--- config.mk ---
export PLATFORM = sky130hd
export DESIGN_NAME = div113_seq_ctrl_flat
export DESIGN_NICKNAME = d
export VERILOG_FILES = /design/src/rtl/div_const_pkg.sv /design/src/rtl/div113_seq_ctrl_if.sv /design/src/rtl/div113_step.sv /design/src/rtl/div113_seq_ctrl.sv /design/src/flat_wrapper.sv
export SDC_FILE = /design/constraint.sdc
export NUM_CORES = 1
export LEC_CHECK = 0
export BUFFER_PORTS_ARGS = -buffer_cell sky130_fd_sc_hd__buf_4
export CAP_MARGIN = 25
export CORE_ASPECT_RATIO = 1.2
export CORE_MARGIN = 3
export CORE_UTILIZATION = 50
export CTS_BUF_LIST = sky130_fd_sc_hd__clkbuf_4
export DETAILED_ROUTE_END_ITERATION = 10
export PLACE_DENSITY_LB_ADDON = 0.05
export SKIP_LAST_GASP = 1
export SYNTH_ARGS = -nofsm -noshare
export SYNTH_HDL_FRONTEND = slang
export SYNTH_SLANG_ARGS = --single-unit
export TNS_END_PERCENT = 50
--- constraint.sdc ---
create_clock -name clk -period 6.85 [get_ports clk]
set_input_delay 1.0275 -clock clk [delete_from_list [all_inputs] [get_ports clk]]
set_output_delay 1.0275 -clock clk [all_outputs]
set_load 0.02 [all_outputs]
--- src/rtl/div_const_pkg.sv ---
// Shared constants, derived sizes and FSM state type for the constant-divider datapath.
package div_const_pkg;

   localparam int unsigned DW      = 60;
   localparam int unsigned DIVISOR = 113;
   localparam int unsigned RW      = 7;
   localparam int unsigned CHUNK   = 6;
   localparam int unsigned NDIGITS = DW / CHUNK;
   localparam int unsigned CNTW    = (NDIGITS > 1) ? $clog2(NDIGITS) : 1;

   typedef enum logic [1:0] {
      IDLE = 2'd0,
      BUSY = 2'd1,
      DONE = 2'd2
   } state_t;

endpackage

--- src/rtl/div113_seq_ctrl_if.sv ---
// Valid/ready dividend-in / quotient-out bundle for the sequential constant divider.
interface div113_seq_ctrl_if #(
   parameter int unsigned DW = div_const_pkg::DW,
   parameter int unsigned RW = div_const_pkg::RW
);

   logic          in_valid;
   logic          in_ready;
   logic [DW-1:0] in_dividend;
   logic          out_valid;
   logic          out_ready;
   logic [DW-1:0] out_quotient;
   logic [RW-1:0] out_remainder;
   logic          busy;

   modport master (
      output in_valid, in_dividend, out_ready,
      input  in_ready, out_valid, out_quotient, out_remainder, busy
   );

   modport slave (
      input  in_valid, in_dividend, out_ready,
      output in_ready, out_valid, out_quotient, out_remainder, busy
   );

endinterface

--- src/rtl/div113_step.sv ---
// One radix-2^CHUNK long-division step: (rem, chunk) -> (digit, rem_next). Purely combinational.
module div113_step #(
   parameter int unsigned RW      = div_const_pkg::RW,
   parameter int unsigned CHUNK   = div_const_pkg::CHUNK,
   parameter int unsigned DIVISOR = div_const_pkg::DIVISOR
) (
   input  logic [RW-1:0]    rem,
   input  logic [CHUNK-1:0] chunk,
   output logic [CHUNK-1:0] digit,
   output logic [RW-1:0]    rem_next
);

   localparam int unsigned     VW    = RW + CHUNK;
   localparam logic [VW-1:0]   DIV_V = VW'(DIVISOR);

   logic [VW-1:0] v;
   logic [VW-1:0] q;
   logic [VW-1:0] r;

   assign v        = {rem, chunk};
   assign q        = v / DIV_V;
   assign r        = v % DIV_V;
   // rem < DIVISOR keeps q below 2^CHUNK, so the upper bits are always zero
   assign digit    = q[CHUNK-1:0];
   assign rem_next = r[RW-1:0];

   logic unused_hi;
   assign unused_hi = ^{q[VW-1:CHUNK], r[VW-1:RW]};

endmodule

--- src/rtl/div113_seq_ctrl.sv ---
// Sequencer that time-shares div113_step over all dividend digits, MSB digit first.
module div113_seq_ctrl
   import div_const_pkg::*;
#(
   parameter int unsigned DW      = div_const_pkg::DW,
   parameter int unsigned DIVISOR = div_const_pkg::DIVISOR,
   parameter int unsigned RW      = div_const_pkg::RW,
   parameter int unsigned CHUNK   = div_const_pkg::CHUNK
) (
   input logic               clk,
   input logic               rst_n,
   div113_seq_ctrl_if.slave  bus
);

   localparam int unsigned    NSTEP = DW / CHUNK;
   localparam int unsigned    CW    = (NSTEP > 1) ? $clog2(NSTEP) : 1;
   localparam logic [CW-1:0]  LAST  = CW'(NSTEP - 1);

   state_t         state_q, state_d;
   logic [CW-1:0]  cnt_q, cnt_d;
   logic [DW-1:0]  div_q, div_d;
   logic [DW-1:0]  quo_q, quo_d;
   logic [RW-1:0]  rem_q, rem_d;
   logic [CHUNK-1:0] digit;
   logic [RW-1:0]  rem_step;

   div113_step #(
      .RW      (RW),
      .CHUNK   (CHUNK),
      .DIVISOR (DIVISOR)
   ) u_step (
      .rem      (rem_q),
      .chunk    (div_q[DW-1 -: CHUNK]),
      .digit    (digit),
      .rem_next (rem_step)
   );

   always_comb begin
      state_d = state_q;
      cnt_d   = cnt_q;
      div_d   = div_q;
      quo_d   = quo_q;
      rem_d   = rem_q;
      case (state_q)
         IDLE: begin
            if (bus.in_valid) begin
               div_d   = bus.in_dividend;
               rem_d   = '0;
               cnt_d   = LAST;
               state_d = BUSY;
            end
         end
         BUSY: begin
            quo_d = (quo_q << CHUNK) | DW'(digit);
            div_d = div_q << CHUNK;
            rem_d = rem_step;
            cnt_d = cnt_q - 1'b1;
            if (cnt_q == '0) state_d = DONE;
         end
         DONE: begin
            if (bus.out_ready) state_d = IDLE;
         end
         default: state_d = IDLE;
      endcase
   end

   always_ff @(posedge clk or negedge rst_n) begin
      if (!rst_n) begin
         state_q <= IDLE;
         cnt_q   <= '0;
         div_q   <= '0;
         quo_q   <= '0;
         rem_q   <= '0;
      end else begin
         state_q <= state_d;
         cnt_q   <= cnt_d;
         div_q   <= div_d;
         quo_q   <= quo_d;
         rem_q   <= rem_d;
      end
   end

   // All outputs decode straight from registers; nothing combinational from inputs.
   assign bus.in_ready      = (state_q == IDLE);
   assign bus.busy          = (state_q == BUSY);
   assign bus.out_valid     = (state_q == DONE);
   assign bus.out_quotient  = quo_q;
   assign bus.out_remainder = rem_q;

endmodule

--- src/flat_wrapper.sv ---
// flat-port wrapper written by rule: the top's interface ports become plain ports
module div113_seq_ctrl_flat import div_const_pkg::*;
#(
   parameter int unsigned DW      = div_const_pkg::DW,
   parameter int unsigned DIVISOR = div_const_pkg::DIVISOR,
   parameter int unsigned RW      = div_const_pkg::RW,
   parameter int unsigned CHUNK   = div_const_pkg::CHUNK
)
  (clk, rst_n, bus_in_valid, bus_in_dividend, bus_out_ready, bus_in_ready, bus_out_valid, bus_out_quotient, bus_out_remainder, bus_busy);
  div113_seq_ctrl_if #(.DW(DW), .RW(RW)) bus_i ();
  input logic clk;
  input logic rst_n;
  input wire logic [$bits(bus_i.in_valid)-1:0] bus_in_valid;
  input wire logic [$bits(bus_i.in_dividend)-1:0] bus_in_dividend;
  input wire logic [$bits(bus_i.out_ready)-1:0] bus_out_ready;
  output wire logic [$bits(bus_i.in_ready)-1:0] bus_in_ready;
  output wire logic [$bits(bus_i.out_valid)-1:0] bus_out_valid;
  output wire logic [$bits(bus_i.out_quotient)-1:0] bus_out_quotient;
  output wire logic [$bits(bus_i.out_remainder)-1:0] bus_out_remainder;
  output wire logic [$bits(bus_i.busy)-1:0] bus_busy;
  assign bus_i.in_valid = bus_in_valid;
  assign bus_i.in_dividend = bus_in_dividend;
  assign bus_i.out_ready = bus_out_ready;
  assign bus_in_ready = bus_i.in_ready;
  assign bus_out_valid = bus_i.out_valid;
  assign bus_out_quotient = bus_i.out_quotient;
  assign bus_out_remainder = bus_i.out_remainder;
  assign bus_busy = bus_i.busy;
  div113_seq_ctrl #(.DW(DW), .DIVISOR(DIVISOR), .RW(RW), .CHUNK(CHUNK)) u_core (.clk(clk), .rst_n(rst_n), .bus(bus_i));
endmodule
-- After elaboration in Yosys (flattened, before gate mapping)
Cells that the tools add are included.
- input port bits: 64
- word-level logic and storage cells: 29
- register bits: 133
- output and inout port bits: 70
- bitwise gates (word level): 1
- reduce and logical (&&, ||, !) cells: 5
- equality and inequality tests: 5
- div/mod/pow operators: 2
- multiplexer cells: 10
- $add $sub $neg: 1
- operator list (cell ; count):
    60-bit one-hot mux with 2 select lines ; 1
    60-bit two-way mux ; 1
    60-bit by 6-bit OR with 60-bit output ; 1
    7-bit one-hot mux with 2 select lines ; 1
    13-bit by 7-bit divider with 13-bit output (second input constant) ; 1
    13-bit by 7-bit remainder unit with 13-bit output (second input constant) ; 1
    4-bit one-hot mux with 2 select lines ; 1
    7-bit two-way mux ; 1
    2-bit two-way mux ; 3
    2-bit one-hot mux with 3 select lines ; 1
    4-bit logical NOT ; 1
    4-bit two-way mux ; 1
    2-bit != test (second input constant) ; 2
    4-bit by 1-bit subtractor with 4-bit output (second input constant) ; 1
    3-bit AND reduction ; 1
    2-bit by 1-bit equality test with 1-bit output (second input constant) ; 1
    2-bit equality test (second input constant) ; 1
    2-bit logical NOT ; 1
    2-bit by 1-bit != test with 1-bit output (second input constant) ; 1
    2-bit AND reduction ; 1
    2-bit nonzero test ; 1

-- Depth between registers and ports, before layout
- depth after elaboration: 3
- depth in mapped cells: 26
- gate-level depth less buffers: 21

-- Hierarchy
A second synthesis with hierarchy kept.
- cells, all modules: 945
- area total of the unflattened synthesis: 7962.6 um2
- by module, submodules not included (module ; seq. area each (um2) ; area each (um2) ; cells an instance ; times used):
    div113_seq_ctrl ; 3328.2 ; 5876.9 ; 634 ; 1
    div113_step ; 0.0 ; 2085.8 ; 311 ; 1

-- Worst setup path before layout
Ideal clock, no wire load.
- kind: reg2reg
- from: register u_core.rem_q[0], in the netlist u_core.bus.out_remainder[0]
- to: register u_core.rem_q[2], in the netlist u_core.bus.out_remainder[2]
- buffers on the path: 2
- arrival: 5484 ps
- setup time: 122 ps
- cell stages (with the launch flop): 23
- clock period less this slack: 5606 ps
- data required time: 6728 ps
- path slack: 1244 ps
- cells stage by stage: dfrtp_1 -> buf_2 -> o41a_1 -> and3_4 -> or4_4 -> a21oi_4 -> a21oi_1 -> a211o_1 -> buf_6 -> or4_1 -> a31oi_1 -> a41oi_1 -> a21o_1 -> a211oi_1 -> nor2_1 -> xnor2_1 -> ha_1 -> nor2_1 -> nand2_1 -> o32ai_1 -> o31a_1 -> or3_1 -> a32o_1
- word-level cells in the longest chain between the ends: 2
- RTL lines (element ; line ; text):
    from (decl) ; div113_seq_ctrl.sv:23 ; logic [RW-1:0] rem_q, rem_d;
    from (signal assigned) ; div113_seq_ctrl.sv:79 ; rem_q <= rem_d;
    13-bit by 7-bit remainder unit with 13-bit output ; div113_step.sv:22 ; assign r = v % DIV_V;
    7-bit one-hot mux with 2 select lines ; div113_seq_ctrl.sv:44 ; case (state_q)
No other way between the ends.
A chain may end at the register's enable or synchronous reset.

-- Worst setup path after layout
- from: register u_core.rem_q[1], in the netlist u_core.bus.out_remainder[1]
- to: register u_core.rem_q[2], in the netlist u_core.bus.out_remainder[2]
The elaborated chain is that of the path after synthesis.

==> out/results.tsv <==
stage	metric	value	unit
timing	finalSetupTns	0	ns
clock_network	cts_setup_buffers	0	
clock_network	path_clk_slew	0.13	ns
layout	area.sequential	0.00333	mm²
floorplan	core-area	0.0147	mm²
synth	syn_area	0.00767	mm²
routing	drc	0	
worst_setup_path	cpLargestDelayFamily	compound AO/OA/AOI/OAI gates	
synth	seq_area_frac_synth	0.434	
place	place.gp.congestion	0.903	
synth	synth-seq-cells	133	
synth	synthArstFlopShare	1.00	
floorplan	die_w	119	µm
worst_setup_path	slowest_delay	0.60	ns
floorplan	start_util	0.521	
routing	dr.pass1.iters	5	
min_path	hp-class	in -> async	
place	port_buffers	133	
clock_network	insertion_delay	0.54	ns
clock_network	cts_hold_buf	0	
clock_network	htreeDepth	4	
timing	slew_headroom	0.331	
grt	antenna_found_initial	0	
grt	grt_pass1_vias	6414	
timing	post-route-period-util	0.933	
timing	fmax	0.157	GHz
worst_setup_path	cp_data_arrival_time	6.84	ns
grt	grt_usage	0.240	
layout	final_cell_mix	253 x nand2_1, 139 x buf_4, 132 x dfrtp_1, 85 x o21ai_0, 76 x a21oi_1	
timing	setup_viol	0	
layout	fin_nets	1077	
worst_setup_path	critPathMaxFanout	15	
synth	synth_area_per_cell	8.39	µm²
worst_setup_path	critPathCaptureType	flip-flop	
grt	overflow	0	
floorplan	rows	48	
synth	yosys_most_used_dff	dfrtp_1	
synth	syn_nets	984	
layout	multiInputGateArea	0.00404	mm²
floorplan	die-area	0.0169	mm²
clock_network	clk_path_buf_depth	2	
status	status	complete, no violations	
synth	synth_cell_types	85	
synth	synth.area.top_cells	dfrtp_1 43%, nand2_1 12%, and3b_1 6.2%	
routing	viasPerCell	5.62	
routing	finalWirelength	20200	µm
clock_network	cts_sinks	133	
clock_network	cts_tree	done	
synth	synth-edff-count	0	
worst_setup_path	cp-startpoint	u_core.bus.out_remainder[1]	
worst_setup_path	path_cells	or4_1, and2_1, or4_4, a21oi_4, a21oi_1, a211o_1, or4_1, a31oi_1, a41oi_1, a21o_1, a211oi_1, nor2_1, xnor2_1, ha_1, nor2_1, nand2_1, o32ai_1, o31a_1, or3_1, a32o_1	
timing	finalCriticalPeriod	6.39	ns
layout	final_common_cell	nand2_1	
worst_setup_path	crit_slowest_cell	dfrtp_1	
grt	grt_max_degree	122	
routing	drtIter0Drc	702	
layout	drive_gt1_frac	0.197	
timing	rsz0062_at_grt	false	
synth	synth_top_area_cell	dfrtp_1	
timing	worstMarginPinSlew	1.00	ns
clock_network	cts-root-buf	clkbuf_4	
grt	grt_pass1_wl	32900	µm
synth	yosysWarningCount	0	
floorplan	boundaryPins	134	
synth	synth_top_area_frac	0.434	
worst_setup_path	worstPathRequired	7.30	ns
worst_setup_path	cp_num_buf_inv	0	
layout	nFillCells	1354	
place	hpwl	13900	µm
routing	vias	6859	
worst_setup_path	r2r_start	u_core.bus.out_remainder[1]	
timing	slew_violations	0	
synth	syn_inst	914	
timing	finalHoldViolations	0	
routing	ant_nets	0	
routing	avgRoutedWirePerCell	16.6	µm
layout	area_growth_syn_to_layout	17.2	%
layout	diodes	0	
worst_setup_path	critPathLaunchType	flip-flop	
timing	fin_worst_skew	0.0161	ns
worst_setup_path	critPathKind	reg -> reg	
clock_network	numCtsBuffers	17	
run	maxCapViolCount	0	
floorplan	die_h	142	µm
[logic make-up after synthesis]
logic type | Yosys count | share of synthesized area
muxes | 5 | 0.00685
adders and majority gates | 7 | 0.0113
AOI/OAI and AO/OA | 257 | 0.218
xor gates and xnor gates | 16 | 0.0193
and+or+nand+nor | 415 | 0.268
buffers and inverters | 81 | 0.0428
DFF | 133 | 0.434
[state kept, by name (all words and copies together), names as in the netlist]
name                      cells
u_core.bus.out_quotient      60
u_core.div_q                 60
u_core.bus.out_remainder      7
u_core.cnt_q                  4
u_core.state_q                2
[path summary, 6_finish.rpt]
path | slack [ns] | depth (start not counted) | end
setup / recovery | 0.46 | 20 | u_core.bus.out_remainder[2]
hold / removal | 0.47 | 1 | u_core.bus.out_quotient[4]
setup reg to reg | 0.46 | 20 | u_core.bus.out_remainder[2]
hold reg to reg | 0.49 | 2 | u_core.bus.out_quotient[54]
max in group asynchronous | 5.07 | 2 | u_core.div_q[45]
min in group clk | 0.49 | 2 | u_core.bus.out_quotient[54]
[cell usage after synthesis (all sizes together) (4+ instances only)]
cell type	instances
nand2	253
dfrtp	133
o21ai	91
a21oi	77
and3b	54
clkbuf	54
nor2	30
inv	14
xnor2	13
buf	12
nor2b	11
nand3	10
nor3	10
nand2b	9
a211oi	8
or3	8
a21o	7
a31oi	6
and3	6
ha	6
o211ai	5
or4	5
nor4	4
o21a	4
[layer usage]
metal  GRT usage  up-vias  part of all wire
met4      0.0604        0            0.0098
met1       0.326     3246              0.45
li1            -     3397                 -
met3      0.0522       20             0.052
met2       0.392      196              0.49
met5           0        -                 0
[repair_timing]
action,in CTS,in global routing
setup endpoints to repair,0,3
hold endpoints to repair,0,0
resized for setup,0,2
[cell type report]
type                       count  share of cell area
clock inverter                15              0.0142
clock buffer                  17              0.0142
tap                          200              0.0278
sequential                   133               0.370
inverter                      15             0.00626
timing repair buffer         140               0.117
multi-input combinational    700               0.450
[worst reg2reg max path, stage by stage, from the launching register on]
cell and delay (ns):
dfrtp_1 0.60, or4_1 0.59, and2_1 0.21, or4_4 0.56, a21oi_4 0.22, a21oi_1 0.13
a211o_1 0.42, or4_1 0.54, a31oi_1 0.20, a41oi_1 0.20, a21o_1 0.23, a211oi_1 0.48
nor2_1 0.16, xnor2_1 0.32, ha_1 0.24, nor2_1 0.05, nand2_1 0.06, o32ai_1 0.11
o31a_1 0.37, or3_1 0.37, a32o_1 0.24
[metrics by stage]
step | area, µm² | setup WS, ns | hold slack (ns) | std cells | util
2_1_floorplan | 7670 | 1.24 | 0.450 | 914 | -
3_3_place_gp | 8720 | 0.643 | 0.460 | 1188 | 0.592
3_5_place_dp | 8720 | 0.591 | 0.464 | 1188 | 0.592
4_1_cts | 8970 | 0.554 | 0.485 | 1220 | 0.610
5_1_grt | 8990 | 0.0109 | 0.486 | 1220 | 0.611
6_report | 8990 | 0.460 | 0.465 | 1220 | 0.611
Power is left out: the tool's default activity adds up to more than one toggle a clock period on the data nets, which glitch-free logic cannot reach.
